File: src/rtl/cnn_pkg.sv
// Shared CNN datapath constants and the 3x3 window payload type.
package cnn_pkg;

  localparam int unsigned KERNEL_SIZE        = 3;
  localparam int unsigned KERNEL_ELEMENT_NUM = KERNEL_SIZE * KERNEL_SIZE;
  localparam int unsigned PIXEL_WIDTH        = 32;

  // Row-major kernel-element order: [0]=top-left .. [8]=bottom-right.
  typedef logic [0:KERNEL_ELEMENT_NUM-1][PIXEL_WIDTH-1:0] window_t;

endpackage

File: src/rtl/conv_window_gen_if.sv
// Pixel-in / window-out handshake bundle for conv_window_gen.
interface conv_window_gen_if
  import cnn_pkg::*;
#(
  parameter int unsigned DATA_WIDTH = 32
);

  logic                  i_valid;
  logic                  o_ready;
  logic [DATA_WIDTH-1:0] i_data;
  logic                  o_valid;
  logic                  i_ready;
  logic [DATA_WIDTH-1:0] o_window [0:KERNEL_ELEMENT_NUM-1];
  logic                  o_last;

  // Window generator side.
  modport slave (
    input  i_valid, i_data, i_ready,
    output o_ready, o_valid, o_window, o_last
  );

  // Pixel source / window sink side.
  modport master (
    output i_valid, i_data, i_ready,
    input  o_ready, o_valid, o_window, o_last
  );

endinterface

File: src/rtl/conv_window_gen_line_buffer.sv
// conv_line_buffer: DEPTH-deep shift FIFO; o_data is the word shifted in DEPTH shifts ago.
// Contents are intentionally not reset; the window generator masks stale rows.
module conv_line_buffer #(
  parameter int unsigned DEPTH      = 28,
  parameter int unsigned DATA_WIDTH = 32
) (
  input  logic                  i_clk,
  input  logic                  i_shift,
  input  logic [DATA_WIDTH-1:0] i_data,
  output logic [DATA_WIDTH-1:0] o_data
);

  logic [DATA_WIDTH-1:0] mem_q [0:DEPTH-1];

  // Shift one word in on every enabled cycle.
  always_ff @(posedge i_clk) begin
    if (i_shift) begin
      mem_q[0] <= i_data;
      for (int i = 1; i < int'(DEPTH); i++) begin
        mem_q[i] <= mem_q[i-1];
      end
    end
  end

  assign o_data = mem_q[DEPTH-1];

endmodule

File: src/rtl/conv_window_gen.sv
// conv_window_gen: streaming 3x3 sliding-window generator, raster-order input,
// valid convolution (no padding).
// Build option: CONV_WIN_STRIDE2_EN selects stride 2 (odd IMG_WIDTH/IMG_HEIGHT only);
// default build is stride 1.
module conv_window_gen
  import cnn_pkg::*;
#(
  parameter int unsigned IMG_WIDTH  = 28,
  parameter int unsigned IMG_HEIGHT = 28,
  parameter int unsigned DATA_WIDTH = 32
) (
  input logic             i_clk,
  input logic             i_reset,
  input logic             i_enable,
  conv_window_gen_if.slave bus
);

  localparam int unsigned COL_W = $clog2(IMG_WIDTH);
  localparam int unsigned ROW_W = $clog2(IMG_HEIGHT);
  localparam logic [COL_W-1:0] COL_LAST = COL_W'(IMG_WIDTH - 1);
  localparam logic [ROW_W-1:0] ROW_LAST = ROW_W'(IMG_HEIGHT - 1);
  localparam int unsigned KN = KERNEL_ELEMENT_NUM;

  // Elaboration-time parameter sanity.
  if (IMG_WIDTH < 3 || IMG_HEIGHT < 3) begin : g_bad_size
    $error("conv_window_gen: IMG_WIDTH and IMG_HEIGHT must be >= 3");
  end
`ifdef CONV_WIN_STRIDE2_EN
  if ((IMG_WIDTH % 2) == 0 || (IMG_HEIGHT % 2) == 0) begin : g_bad_stride2
    $error("conv_window_gen: stride 2 requires odd IMG_WIDTH and IMG_HEIGHT");
  end
`endif

  logic [COL_W-1:0]      col_q, col_d;
  logic [ROW_W-1:0]      row_q, row_d;
  logic                  accept_c, xfer_c, emit_c, pos_ok_c, row_end_c, frame_end_c;
  logic [DATA_WIDTH-1:0] lb1_out, lb2_out;
  logic [DATA_WIDTH-1:0] new_col [0:2];
  logic [DATA_WIDTH-1:0] hist_q  [0:5];
  logic [DATA_WIDTH-1:0] win_d   [0:KN-1];
  logic [DATA_WIDTH-1:0] win_out_q [0:KN-1];
  logic                  o_valid_q, o_last_q;

  assign bus.o_ready = i_enable && (!o_valid_q || bus.i_ready);
  assign accept_c    = bus.i_valid && bus.o_ready;
  assign xfer_c      = i_enable && o_valid_q && bus.i_ready;
  assign row_end_c   = (col_q == COL_LAST);
  assign frame_end_c = row_end_c && (row_q == ROW_LAST);

`ifdef CONV_WIN_STRIDE2_EN
  assign pos_ok_c = (row_q >= ROW_W'(2)) && (col_q >= COL_W'(2)) && !row_q[0] && !col_q[0];
`else
  assign pos_ok_c = (row_q >= ROW_W'(2)) && (col_q >= COL_W'(2));
`endif
  assign emit_c = accept_c && pos_ok_c;

  // Newest column of the window: two rows back, one row back, current pixel.
  assign new_col[0] = lb2_out;
  assign new_col[1] = lb1_out;
  assign new_col[2] = bus.i_data;

  conv_line_buffer #(.DEPTH(IMG_WIDTH), .DATA_WIDTH(DATA_WIDTH)) u_lb_r1 (
    .i_clk   (i_clk),
    .i_shift (accept_c),
    .i_data  (bus.i_data),
    .o_data  (lb1_out)
  );

  conv_line_buffer #(.DEPTH(IMG_WIDTH), .DATA_WIDTH(DATA_WIDTH)) u_lb_r2 (
    .i_clk   (i_clk),
    .i_shift (accept_c),
    .i_data  (lb1_out),
    .o_data  (lb2_out)
  );

  // Raster position of the next pixel to be accepted.
  always_comb begin
    col_d = col_q;
    row_d = row_q;
    if (accept_c) begin
      if (row_end_c) begin
        col_d = '0;
        row_d = (row_q == ROW_LAST) ? '0 : row_q + ROW_W'(1);
      end else begin
        col_d = col_q + COL_W'(1);
      end
    end
  end

  // Position counters.
  always_ff @(posedge i_clk or negedge i_reset) begin
    if (!i_reset) begin
      col_q <= '0;
      row_q <= '0;
    end else begin
      col_q <= col_d;
      row_q <= row_d;
    end
  end

  // Window as it will look once the current pixel's column is shifted in.
  always_comb begin
    for (int r = 0; r < 3; r++) begin
      win_d[3*r]     = hist_q[2*r];
      win_d[3*r + 1] = hist_q[2*r + 1];
      win_d[3*r + 2] = new_col[r];
    end
  end

  // Two older window columns; newest column comes straight from the inputs.
  always_ff @(posedge i_clk) begin
    if (accept_c) begin
      for (int r = 0; r < 3; r++) begin
        hist_q[2*r]     <= hist_q[2*r + 1];
        hist_q[2*r + 1] <= new_col[r];
      end
    end
  end

  // Output window register with hold-while-stalled behaviour.
  always_ff @(posedge i_clk or negedge i_reset) begin
    if (!i_reset) begin
      o_valid_q <= 1'b0;
      o_last_q  <= 1'b0;
      for (int i = 0; i < int'(KN); i++) win_out_q[i] <= '0;
    end else if (emit_c) begin
      o_valid_q <= 1'b1;
      o_last_q  <= frame_end_c;
      for (int i = 0; i < int'(KN); i++) win_out_q[i] <= win_d[i];
    end else if (xfer_c) begin
      o_valid_q <= 1'b0;
      o_last_q  <= 1'b0;
    end
  end

  assign bus.o_valid  = o_valid_q;
  assign bus.o_last   = o_last_q;
  assign bus.o_window = win_out_q;

endmodule

File: src/flat_wrapper.sv
// flat-port wrapper written by rule: the top's interface ports become plain ports
module conv_window_gen_flat import cnn_pkg::*;
#(
  parameter int unsigned IMG_WIDTH  = 28,
  parameter int unsigned IMG_HEIGHT = 28,
  parameter int unsigned DATA_WIDTH = 32
)
  (i_clk, i_reset, i_enable, bus_i_valid, bus_i_data, bus_i_ready, bus_o_ready, bus_o_valid, bus_o_window, bus_o_last);
  conv_window_gen_if #(.DATA_WIDTH(DATA_WIDTH)) bus_i ();
  input logic i_clk;
  input logic i_reset;
  input logic i_enable;
  input wire logic [$bits(bus_i.i_valid)-1:0] bus_i_valid;
  input wire logic [$bits(bus_i.i_data)-1:0] bus_i_data;
  input wire logic [$bits(bus_i.i_ready)-1:0] bus_i_ready;
  output wire logic [$bits(bus_i.o_ready)-1:0] bus_o_ready;
  output wire logic [$bits(bus_i.o_valid)-1:0] bus_o_valid;
  output wire logic [$bits(bus_i.o_window)-1:0] bus_o_window;
  output wire logic [$bits(bus_i.o_last)-1:0] bus_o_last;
  assign bus_i.i_valid = bus_i_valid;
  assign bus_i.i_data = bus_i_data;
  assign bus_i.i_ready = bus_i_ready;
  assign bus_o_ready = bus_i.o_ready;
  assign bus_o_valid = bus_i.o_valid;
  assign bus_o_window = {>>{bus_i.o_window}};
  assign bus_o_last = bus_i.o_last;
  conv_window_gen #(.IMG_WIDTH(IMG_WIDTH), .IMG_HEIGHT(IMG_HEIGHT), .DATA_WIDTH(DATA_WIDTH)) u_core (.i_clk(i_clk), .i_reset(i_reset), .i_enable(i_enable), .bus(bus_i));
endmodule
File: config.mk
export PLATFORM = sky130hd
export DESIGN_NAME = conv_window_gen_flat
export DESIGN_NICKNAME = d
export VERILOG_FILES = /design/src/rtl/cnn_pkg.sv /design/src/rtl/conv_window_gen_if.sv /design/src/rtl/conv_window_gen_line_buffer.sv /design/src/rtl/conv_window_gen.sv /design/src/flat_wrapper.sv
export SDC_FILE = /design/constraint.sdc
export NUM_CORES = 1
export LEC_CHECK = 0
export ABC_AREA = 1
export CAP_MARGIN = 30
export CORE_UTILIZATION = 39
export DETAILED_ROUTE_END_ITERATION = 16
export GPL_TIMING_DRIVEN = 0
export SETUP_SLACK_MARGIN = 0.5
export SLEW_MARGIN = 20
export SYNTH_ARGS = -nofsm -noshare
export SYNTH_HDL_FRONTEND = slang
export SYNTH_HIERARCHICAL = 1
export SYNTH_SLANG_ARGS = --single-unit
File: constraint.sdc
create_clock -name i_clk -period 93.4 [get_ports i_clk]
set_input_delay 23.35 -clock i_clk [delete_from_list [all_inputs] [get_ports i_clk]]
set_output_delay 23.35 -clock i_clk [all_outputs]
set_load 0.01 [all_outputs]
After elaboration in Yosys (flattened, before gate mapping)
Memory sizes are Yosys's and may differ from the RTL's. A register that Yosys moved wholly into a read port is not among the register bits.
Index checks and enable logic that the tools add are counted.
{"block": "word_totals", "reg_bits": 204, "ramBits": 1984, "input_bits": 37, "word_cells": 40, "n_memories": 3}
{"block": "classes", "add_sub_neg": 2, "n_lt_le_gt_ge": 2, "eq_ne": 2, "muxes": 7, "reduce_logical": 14}
{"memory": "u_core.u_lb_r1.mem_q", "depth": 28, "width": 32, "read_ports": 28, "rd_clocked_by_memory_dff": 0, "write_ports": 28, "line": "conv_window_gen_line_buffer.sv:13", "source": "logic [DATA_WIDTH-1:0] mem_q [0:DEPTH-1];"}
{"memory": "u_core.u_lb_r2.mem_q", "depth": 28, "width": 32, "read_ports": 28, "rd_clocked_by_memory_dff": 0, "write_ports": 28, "line": "conv_window_gen_line_buffer.sv:13"}
{"memory": "u_core.hist_q", "depth": 6, "width": 32, "read_ports": 6, "rd_clocked_by_memory_dff": 3, "write_ports": 6, "line": "conv_window_gen.sv:39", "source": "logic [DATA_WIDTH-1:0] hist_q [0:5];"}
{"cell": "5-bit by 1-bit adder with 5-bit output, second input constant", "n": 2}
{"cell": "5-bit == test, second input constant", "n": 2}
{"cell": "5-bit by 2-bit >= comparator with 1-bit output, second input constant", "n": 2}
{"cell": "5-bit two-way mux", "n": 2}
{"cell": "1-bit logical AND", "n": 7}
{"cell": "1-bit two-way mux", "n": 5}
{"cell": "1-bit zero test", "n": 4}
{"cell": "2-bit AND reduction", "n": 1}
{"cell": "2-bit nonzero test", "n": 1}
{"cell": "1-bit logical OR", "n": 1}

Logic depth before layout (Yosys ltp)
Gate-level depths: netlist of run 1.
{"block": "logic_depth", "word_depth": 6, "depth_mapped": 10, "mapped_depth_nobuf": 8}

By module
Netlist of run 1, hierarchy kept.
{"module": "conv_line_buffer", "instances": 2, "cells_each": 928, "area_each_um2": 27146.0, "seq_area_each_um2": 26905.8}
{"module": "conv_window_gen", "instances": 1, "cells_each": 1496, "area_each_um2": 17357.9, "seq_area_each_um2": 13272.7}

Worst setup path before layout of run 1
Ideal clock, no wire load.
{"block": "synth_timing", "path_kind": "input port to flip-flop", "start": "input bus_i_ready", "end": "register u_core.win_out_q (netlist bit u_core/bus.o_window[224]), read port of u_core.hist_q", "setup_ps": 117, "t_arrival_ps": 54537, "slack_ps": 38746, "cell_stages": 10, "cell_sequence": "inv_1 nand2_1 nand2_2 nor2_4 nand3_1 buf_4 buf_6 buf_6 nand2_1 nand2_1"}
{"block": "synth_between", "elab_chain_cells": 4}
{"element": "from (decl)", "line": "flat_wrapper.sv:15", "source": "input wire logic [$bits(bus_i.i_ready)-1:0] bus_i_ready;"}
{"element": "1-bit logical OR", "line": "conv_window_gen.sv:44", "source": "assign bus.o_ready = i_enable && (!o_valid_q || bus.i_ready);"}
{"element": "1-bit logical AND", "line": "conv_window_gen.sv:44"}
{"element": "1-bit logical AND", "line": "conv_window_gen.sv:45", "source": "assign accept_c = bus.i_valid && bus.o_ready;"}
{"element": "net u_core.accept_c", "line": "conv_window_gen.sv:36", "source": "logic accept_c, xfer_c, emit_c, pos_ok_c, row_end_c, frame_end_c;"}
{"element": "1-bit logical AND", "line": "conv_window_gen.sv:55", "source": "assign emit_c = accept_c && pos_ok_c;"}
{"element": "to (decl)", "line": "conv_window_gen.sv:41", "source": "logic [DATA_WIDTH-1:0] win_out_q [0:KN-1];"}
The timed path passes the listed nets, and every way through them passes these cells.
A chain may end at the register's enable or synchronous reset.

Worst setup path after layout of run 1
{"block": "layout_timing", "start": "input bus_i_ready", "end": "output bus_o_ready"}
{"block": "layout_between", "elab_chain_cells": 2}
{"element": "1-bit logical OR", "line": "conv_window_gen.sv:44"}
{"element": "1-bit logical AND", "line": "conv_window_gen.sv:44"}
{"element": "to (decl)", "line": "flat_wrapper.sv:16", "source": "output wire logic [$bits(bus_i.o_ready)-1:0] bus_o_ready;"}
No other way between the ends.

==> results of run 1 <==
[cell type report]
type,count,share of cell area (%)
Multi-Input combinational cell,931,4.12
Buffer,128,1.06
Clock buffer,314,7.16
Timing Repair Buffer,412,5.97
Clock inverter,112,1.54
Antenna cell,2,0.00572
Sequential cell,2284,76.7
Inverter,9,0.0386
Tap cell,2370,3.39
[sequential cells by signal (all words and copies together) (netlist names)]
signal	count
u_core/bus.o_last	1
u_core/bus.o_valid	1
u_core/bus.o_window	288
u_core/col_q	5
u_core/hist_q	192
u_core/row_q	5
u_core/u_lb_r1/mem_q	896
u_core/u_lb_r2/mem_q	896
[stage by stage]
stage	instance area, um^2	hold slack [ns]	util (%)	setup WS [ns]
finish	87500	0.367	48.2	45.38
global route	87500	0.381	48.2	45.33
CTS	87500	0.363	48.2	45.41
detailed placement	79800	0.405	44.0	45.41
global placement	77900	0.400	42.9	27.11
floorplan	71700	0.400	-	38.75
[metal layers]
metal  global-route usage (%)  share of wire [%]  vias to the layer above
li1                         -                  -                    13600
met1                     15.4                 43                    14800
met2                     18.5                 47                      715
met3                     3.48                6.3                      233
met4                     5.24                3.6                        0
met5                        0                  0                        -
[worst max-delay path, stage by stage]
cell and delay [ns]:
sky130_fd_sc_hd__clkdlybuf4s50_1 0.49, sky130_fd_sc_hd__inv_1 0.05, sky130_fd_sc_hd__nand2_1 0.10, sky130_fd_sc_hd__nand2_2 0.08, sky130_fd_sc_hd__inv_1 0.06, sky130_fd_sc_hd__clkdlybuf4s50_1 0.53
[final timing paths]
| path | depth (start not counted) | startpoint | end |
|---|---|---|---|
| max in group asynchronous | 3 | i_reset | u_core/bus.o_window[94] |
| worst max register to register | 14 | u_core/bus.o_valid | u_core/u_lb_r1/mem_q[1][38] |
| worst min register to register | 0 | u_core/u_lb_r2/mem_q[8][26] | u_core/u_lb_r2/mem_q[8][58] |
| worst min-delay path | 0 | u_core/u_lb_r2/mem_q[8][26] | u_core/u_lb_r2/mem_q[8][58] |
| min in group asynchronous | 1 | i_reset | u_core/bus.o_window[228] |
| worst max-delay path | 6 | bus_i_ready | bus_o_ready |
[power groups by stage]
stage               Sequential [W]  Clock [W]  Combinational [W]
global placement           0.00144          0           0.000291
floorplan                  0.00143          0          0.0000902
CTS                        0.00131   0.000937           0.000320
finish                     0.00131   0.000902           0.000313
detailed placement         0.00133          0           0.000318
global route               0.00133   0.000976           0.000340
[cells in the mapped netlist, drive strengths merged]
| cell type | instances | area (um^2) |
|---|---|---|
| edfxtp | 1984 | 59600 |
| nand2 | 885 | 3320 |
| dfrtp | 300 | 7510 |
| buf | 127 | 927 |
| nand3 | 17 | 85.1 |
| nor2 | 11 | 56.3 |
| inv | 9 | 33.8 |
| o21ai | 7 | 35.0 |
| ha | 4 | 50.1 |
| nand4 | 2 | 12.5 |
| xor2 | 2 | 17.5 |
| a21oi | 1 | 5.00 |
| clkbuf | 1 | 3.75 |
| or2 | 1 | 6.26 |
| xnor2 | 1 | 8.76 |
[logic make-up (layout without fill, tap and decap cells)]
family,count (synthesis),after routing,synth area share (%)
xor gates and xnor gates,3,3,0.0367
buffers and inverters,137,975,1.35
DFF,2284,2284,93.6
AOI/OAI and AO/OA,8,8,0.0559
other,0,2,0
and+or+nand+nor,916,916,4.86
adders and majority gates,4,4,0.0699
==> metrics.md, run 1 <==
| Metric | Value |
|---|---|
| Logic gate share of total power | `between 10% and 20%` |
| Kind of start point of the critical path | `input port` |
| Clock transition at the register clock pins on the worst setup and hold paths after CTS | `about 0.060 ns` |
| IR Drop Worst-Case VDD | `between 0.000015 and 0.00002 V` |
| Number of levels the H-tree was split into | `4` |
| Placer's final routability congestion estimate | `0.773` |
| Number of hold buffers added after CTS | `0` |
| Post-route clock period utilization | `51.4%` |
| Routed wirelength normalized by instance count | `approximately 17 um` |
| Post-detailed-route via-to-cell ratio | `4.46` |
| Postcts setup bufs | `0` |
| Final critical delay including setup and external delays | `roughly 48 ns` |
| Outcome | `completed` |
| Area inside the core boundary | `0.182 mm^2` |
| Switching part of the total power | `roughly a quarter` |
| # setup viols final | `0` |
| Critical path fanouts, max | `2` |
| First-iteration detailed-routing DRC count | `approximately 2200` |
| Sort of element at the end of the critical path | `output port` |
| Required time at the worst-slack endpoint | `between 70 and 80 ns` |
| Register area share after synthesis | `about 94%` |
| Instance count after placement with tap cells included | `a little over 6000` |
| Fin cells | `6562` |
| Number of global-route vias before repair | `29900` |
| Total number of yosys warnings | `6` |
| Antenna violations before repair | `5` |
| Global-route wire length before repair | `171 mm` |
| Routed via count | `between 20000 and 30000` |
| Number of primary I/O pins | `about 330` |
| Post-synthesis to final-layout area growth | `22.1%` |
| Maximum root-to-sink buffer count | `3` |
| Internal portion of total power | `between 0.0015 and 0.002 W` |
| Number of remaining DRC errors | `0` |
| CTS Buf Count | `roughly 220` |
| Horiz. Die Dim | `between 400 and 500 um` |
| FF+latch count, synth | `between 2000 and 2500` |
| Cell row count | `156` |
| Overall routed net length | `approximately 110 mm` |
| Cell count after synthesis | `3352` |
| Reg2reg setup slack | `89.69 ns` |
| Number of detailed-routing iterations run before antenna repair | `5` |
| Proportion of power drawn by flip-flops and latches | `roughly half` |
| Maximum clock frequency | `~21 MHz` |
| Insertion delay to the later sink of the worst-skew pair | `approximately 0.83 ns` |
| Number of hold-slack violations in the final timing report | `0` |
| Tightest Hold Check Type | `flop to flop` |
| Final total power | `0.00253 W` |
| Die Outline Area | `roughly 0.19 mm^2` |
| Total power density per cell area | `~29 mW/mm^2` |
| HPWL reported at the end of detailed placement | `roughly 66 mm` |
| Setup Total Neg Slack | `0 ns` |
| PortBufs | `327` |
| Number of inserted filler cells in the final layout | `about 15000` |
| Post-route antenna net violation count | `0` |
| Number of gates resized after cts | `0` |
| Multi-input gate area in the final layout | `between 0.003 and 0.004 mm^2` |
| P_sw | `slightly below 0.0006 W` |
| Root Driver | `sky130_fd_sc_hd__clkbuf_16` |
| Max-Cap Viols | `0` |
| Static leakage power | `approximately 31 nW` |
| Vertical die dimension | `between 400 and 500 um` |
| Synthesized area per cell | `approximately 21 um^2` |
| RSZ-0062 raised after global routing | `no` |
| Worst EP arrival | `between 20 and 25 ns` |
| Slew headroom | `a little over half` |
| Maximum number of pins on one net before global-route repair | `89` |
| Clock tree from TritonCTS | `done` |
| Fraction of final layout cells with drive strength greater than 1 | `between 10% and 20%` |
| Leading cell type in the layout, fill and taps excluded | `sky130_fd_sc_hd__edfxtp_1` |
| Initial core utilization | `about two fifths` |
| Clk network pwr share | `a little over a third` |
| Number of unique standard cell types used by synthesis | `19` |
| Final net count | `4030` |
| Post-Syn Area | `between 0.07 and 0.08 mm^2` |
| Aggregate global-route resource usage | `a little under an eighth` |
| Area of all sequential standard cells | `around 0.067 mm^2` |
| GRT overflow | `0` |
| Sink Count | `roughly 2300` |
| Slew at the pin with the worst max-slew slack | `roughly 0.68 ns` |
| Final Max Tran Viols | `0` |
| Fin Clk Skew | `around 0.054 ns` |
| Setup CP Type | `input port to output port` |
| Total nets after synthesis | `between 3000 and 4000` |
| Leading cell types in the layout, fill and taps excluded | `sky130_fd_sc_hd__edfxtp_1, sky130_fd_sc_hd__nand2_1, sky130_fd_sc_hd__clkdlybuf4s50_1` |
No activity file was read; power rests on OpenSTA's default activity.
==> run 2: changes to the inputs <==
==> constraint.sdc (replaced) <==
create_clock -name i_clk -period 42.5 [get_ports i_clk]
set_input_delay 10.625 -clock i_clk [delete_from_list [all_inputs] [get_ports i_clk]]
set_output_delay 10.625 -clock i_clk [all_outputs]
set_load 0.01 [all_outputs]
==> results of run 2 <==
Same layout as run 1 (identical final DEF). Status: completed.
Among the figures that moved: setup slack after placement 45.41 ns -> 19.96 ns; setup slack after layout 45.38 ns -> 19.93 ns; register-to-register setup slack 89.69 ns -> 38.79 ns; total power 0.00253 W -> 0.00555 W; worst IR drop on VDD 0.0000193 V -> 0.0000423 V
==> run 3: changes to the inputs <==
==> constraint.sdc (replaced) <==
create_clock -name i_clk -period 22.3 [get_ports i_clk]
set_input_delay 5.575 -clock i_clk [delete_from_list [all_inputs] [get_ports i_clk]]
set_output_delay 5.575 -clock i_clk [all_outputs]
set_load 0.01 [all_outputs]
==> run 3 against run 2 <==
Effect of this change: clock power rose by 86%; largest power group unchanged; critical endpoint unchanged; utilization decreased by 0.12 points; final cell count hardly changed.
==> metrics.md, run 3 (same netlist as run 1, synthesis figures left out) <==
| Metric | Value |
|---|---|
| Fraction of final layout cells with drive strength greater than 1 | `13.1%` |
| Largest stage delay, worst path | `roughly 0.52 ns` |
| Overall routed net length | `approximately 110 mm` |
| Tightest Hold Check Type | `flop to flop` |
| PortBufs | `327` |
| Aggregate global-route resource usage | `roughly an eighth` |
| GRT overflow | `0` |
| Number of primary I/O pins | `328` |
| Leading cell type in the layout, fill and taps excluded | `sky130_fd_sc_hd__edfxtp_1` |
| Setup CP Type | `input port to output port` |
| Number of levels the H-tree was split into | `4` |
| Area of all sequential standard cells | `between 0.06 and 0.07 mm^2` |
| Final Max Tran Viols | `0` |
| Initial core utilization | `between 30% and 40%` |
| Total power density per cell area | `120 mW/mm^2` |
| Number of hold-slack violations in the final timing report | `0` |
| Horiz. Die Dim | `approximately 430 um` |
| Number of detailed-routing iterations run before antenna repair | `5` |
| Number of hold buffers added after CTS | `0` |
| Outcome | `completed` |
| Antenna violations before repair | `9` |
| Insertion delay to the later sink of the worst-skew pair | `approximately 0.81 ns` |
| Fin Clk Skew | `about 0.033 ns` |
| Final critical delay including setup and external delays | `12.40 ns` |
| HPWL reported at the end of detailed placement | `between 60 and 70 mm` |
| Slew headroom | `55.2%` |
| Number of global-route vias before repair | `roughly 30000` |
| First-iteration detailed-routing DRC count | `around 2200` |
| Vertical die dimension | `between 400 and 500 um` |
| Post-route clock period utilization | `between 50% and 60%` |
| Clock transition at the register clock pins on the worst setup and hold paths after CTS | `around 0.060 ns` |
| Sort of element at the end of the critical path | `output port` |
| Routed wirelength normalized by instance count | `16.8 um` |
| Required time at the worst-slack endpoint | `16.73 ns` |
| Final net count | `a little over 4000` |
| Setup Total Neg Slack | `0 ns` |
| Critical path fanouts, max | `2` |
| Global-route wire length before repair | `around 170 mm` |
| Fin cells | `approximately 6600` |
| Clock tree from TritonCTS | `done` |
| Worst EP arrival | `6.83 ns` |
| CTS Buf Count | `roughly 220` |
| Ordered cell list for the critical path | `clkdlybuf4s50_1 > inv_1 > nand2_1 > nand2_2 > inv_1 > clkdlybuf4s50_1` |
| Routed via count | `~30000` |
| Maximum number of pins on one net before global-route repair | `just under 100` |
| Static leakage power | `~31 nW` |
| Post-detailed-route via-to-cell ratio | `4.46` |
| Maximum clock frequency | `between 80 and 90 MHz` |
| Cell row count | `156` |
| Worst-path cell with the longest stage delay | `sky130_fd_sc_hd__clkdlybuf4s50_1` |
| Max-Cap Viols | `0` |
| Area inside the core boundary | `approximately 0.18 mm^2` |
| Instance count after placement with tap cells included | `around 6100` |
| Multi-input gate area in the final layout | `around 0.0036 mm^2` |
| IR Drop Worst-Case VDD | `about 0.000084 V` |
| RSZ-0062 raised after global routing | `no` |
| Post-route antenna net violation count | `0` |
| Placer's final routability congestion estimate | `0.770` |
| Postcts setup bufs | `0` |
| # setup viols final | `0` |
| Die Outline Area | `about 0.19 mm^2` |
| Post-synthesis to final-layout area growth | `21.8%` |
| Number of gates resized after cts | `0` |
| Slew at the pin with the worst max-slew slack | `between 0.6 and 0.7 ns` |
| Sink Count | `between 2000 and 2500` |
| Root Driver | `sky130_fd_sc_hd__clkbuf_16` |
| Maximum root-to-sink buffer count | `3` |
| Leading cell types in the layout, fill and taps excluded | `sky130_fd_sc_hd__edfxtp_1, sky130_fd_sc_hd__nand2_1, sky130_fd_sc_hd__clkdlybuf4s50_1` |
| Number of inserted filler cells in the final layout | `14900` |
| Kind of start point of the critical path | `input port` |
| Number of remaining DRC errors | `0` |
[run 3: cell type report]
cell class / instances / area share, %
Clock inverter: 106 / 1.26
Inverter: 9 / 0.0387
Timing Repair Buffer: 413 / 6.03
Buffer: 128 / 1.07
Sequential cell: 2284 / 76.9
Antenna cell: 3 / 0.00861
Multi-Input combinational cell: 931 / 4.13
Clock buffer: 316 / 7.17
Tap cell: 2370 / 3.40
[run 3: worst paths after layout]
path / startpoint / to / slack [ns] / depth (start not counted)
max: bus_i_ready / bus_o_ready / 9.90 / 6
min: u_core/u_lb_r2/mem_q[8][26] / u_core/u_lb_r2/mem_q[8][58] / 0.39 / 0
max reg2reg: u_core/bus.o_valid / u_core/u_lb_r1/mem_q[1][51] / 18.78 / 13
min reg2reg: u_core/u_lb_r2/mem_q[8][26] / u_core/u_lb_r2/mem_q[8][58] / 0.39 / 0
max in group asynchronous: i_reset / u_core/bus.o_window[36] / 16.29 / 3
min in group asynchronous: i_reset / u_core/bus.o_window[267] / 4.71 / 1
[run 3: critical path, delay by kind of cell]
family / cells / cell delay, ns
buffers and inverters: 4 / 1.09
AND/OR/NAND/NOR: 2 / 0.16
[run 3: where the power goes]
group / switching [W] / internal, W
clock network: 0.00155 / 0.00213
registers: 0.000229 / 0.00527
logic: 0.000667 / 0.000644
[run 3: metrics by stage]
step	setup WS, ns	hold WS [ns]	util (%)	total power [W]	instance area, um^2
after CTS	9.90	0.395	48.1	0.0107	87200
after global placement	-25.57	0.400	42.9	0.00726	77900
after floorplan	-14.20	0.400	-	0.00637	71700
after detailed placement	9.90	0.405	44.0	0.00692	79900
after global routing	9.85	0.393	48.1	0.0110	87200
final	9.90	0.387	48.1	0.0105	87200
[run 3: metal layers]
metal / GRT usage [%] / routed length, um / vias up
met4: 3.78 / 2470 / 2
li1: - / - / 13600
met1: 15.4 / 47000 / 14800
met2: 19.3 / 53500 / 657
met5: 0 / 13 / -
met3: 3.43 / 7360 / 209
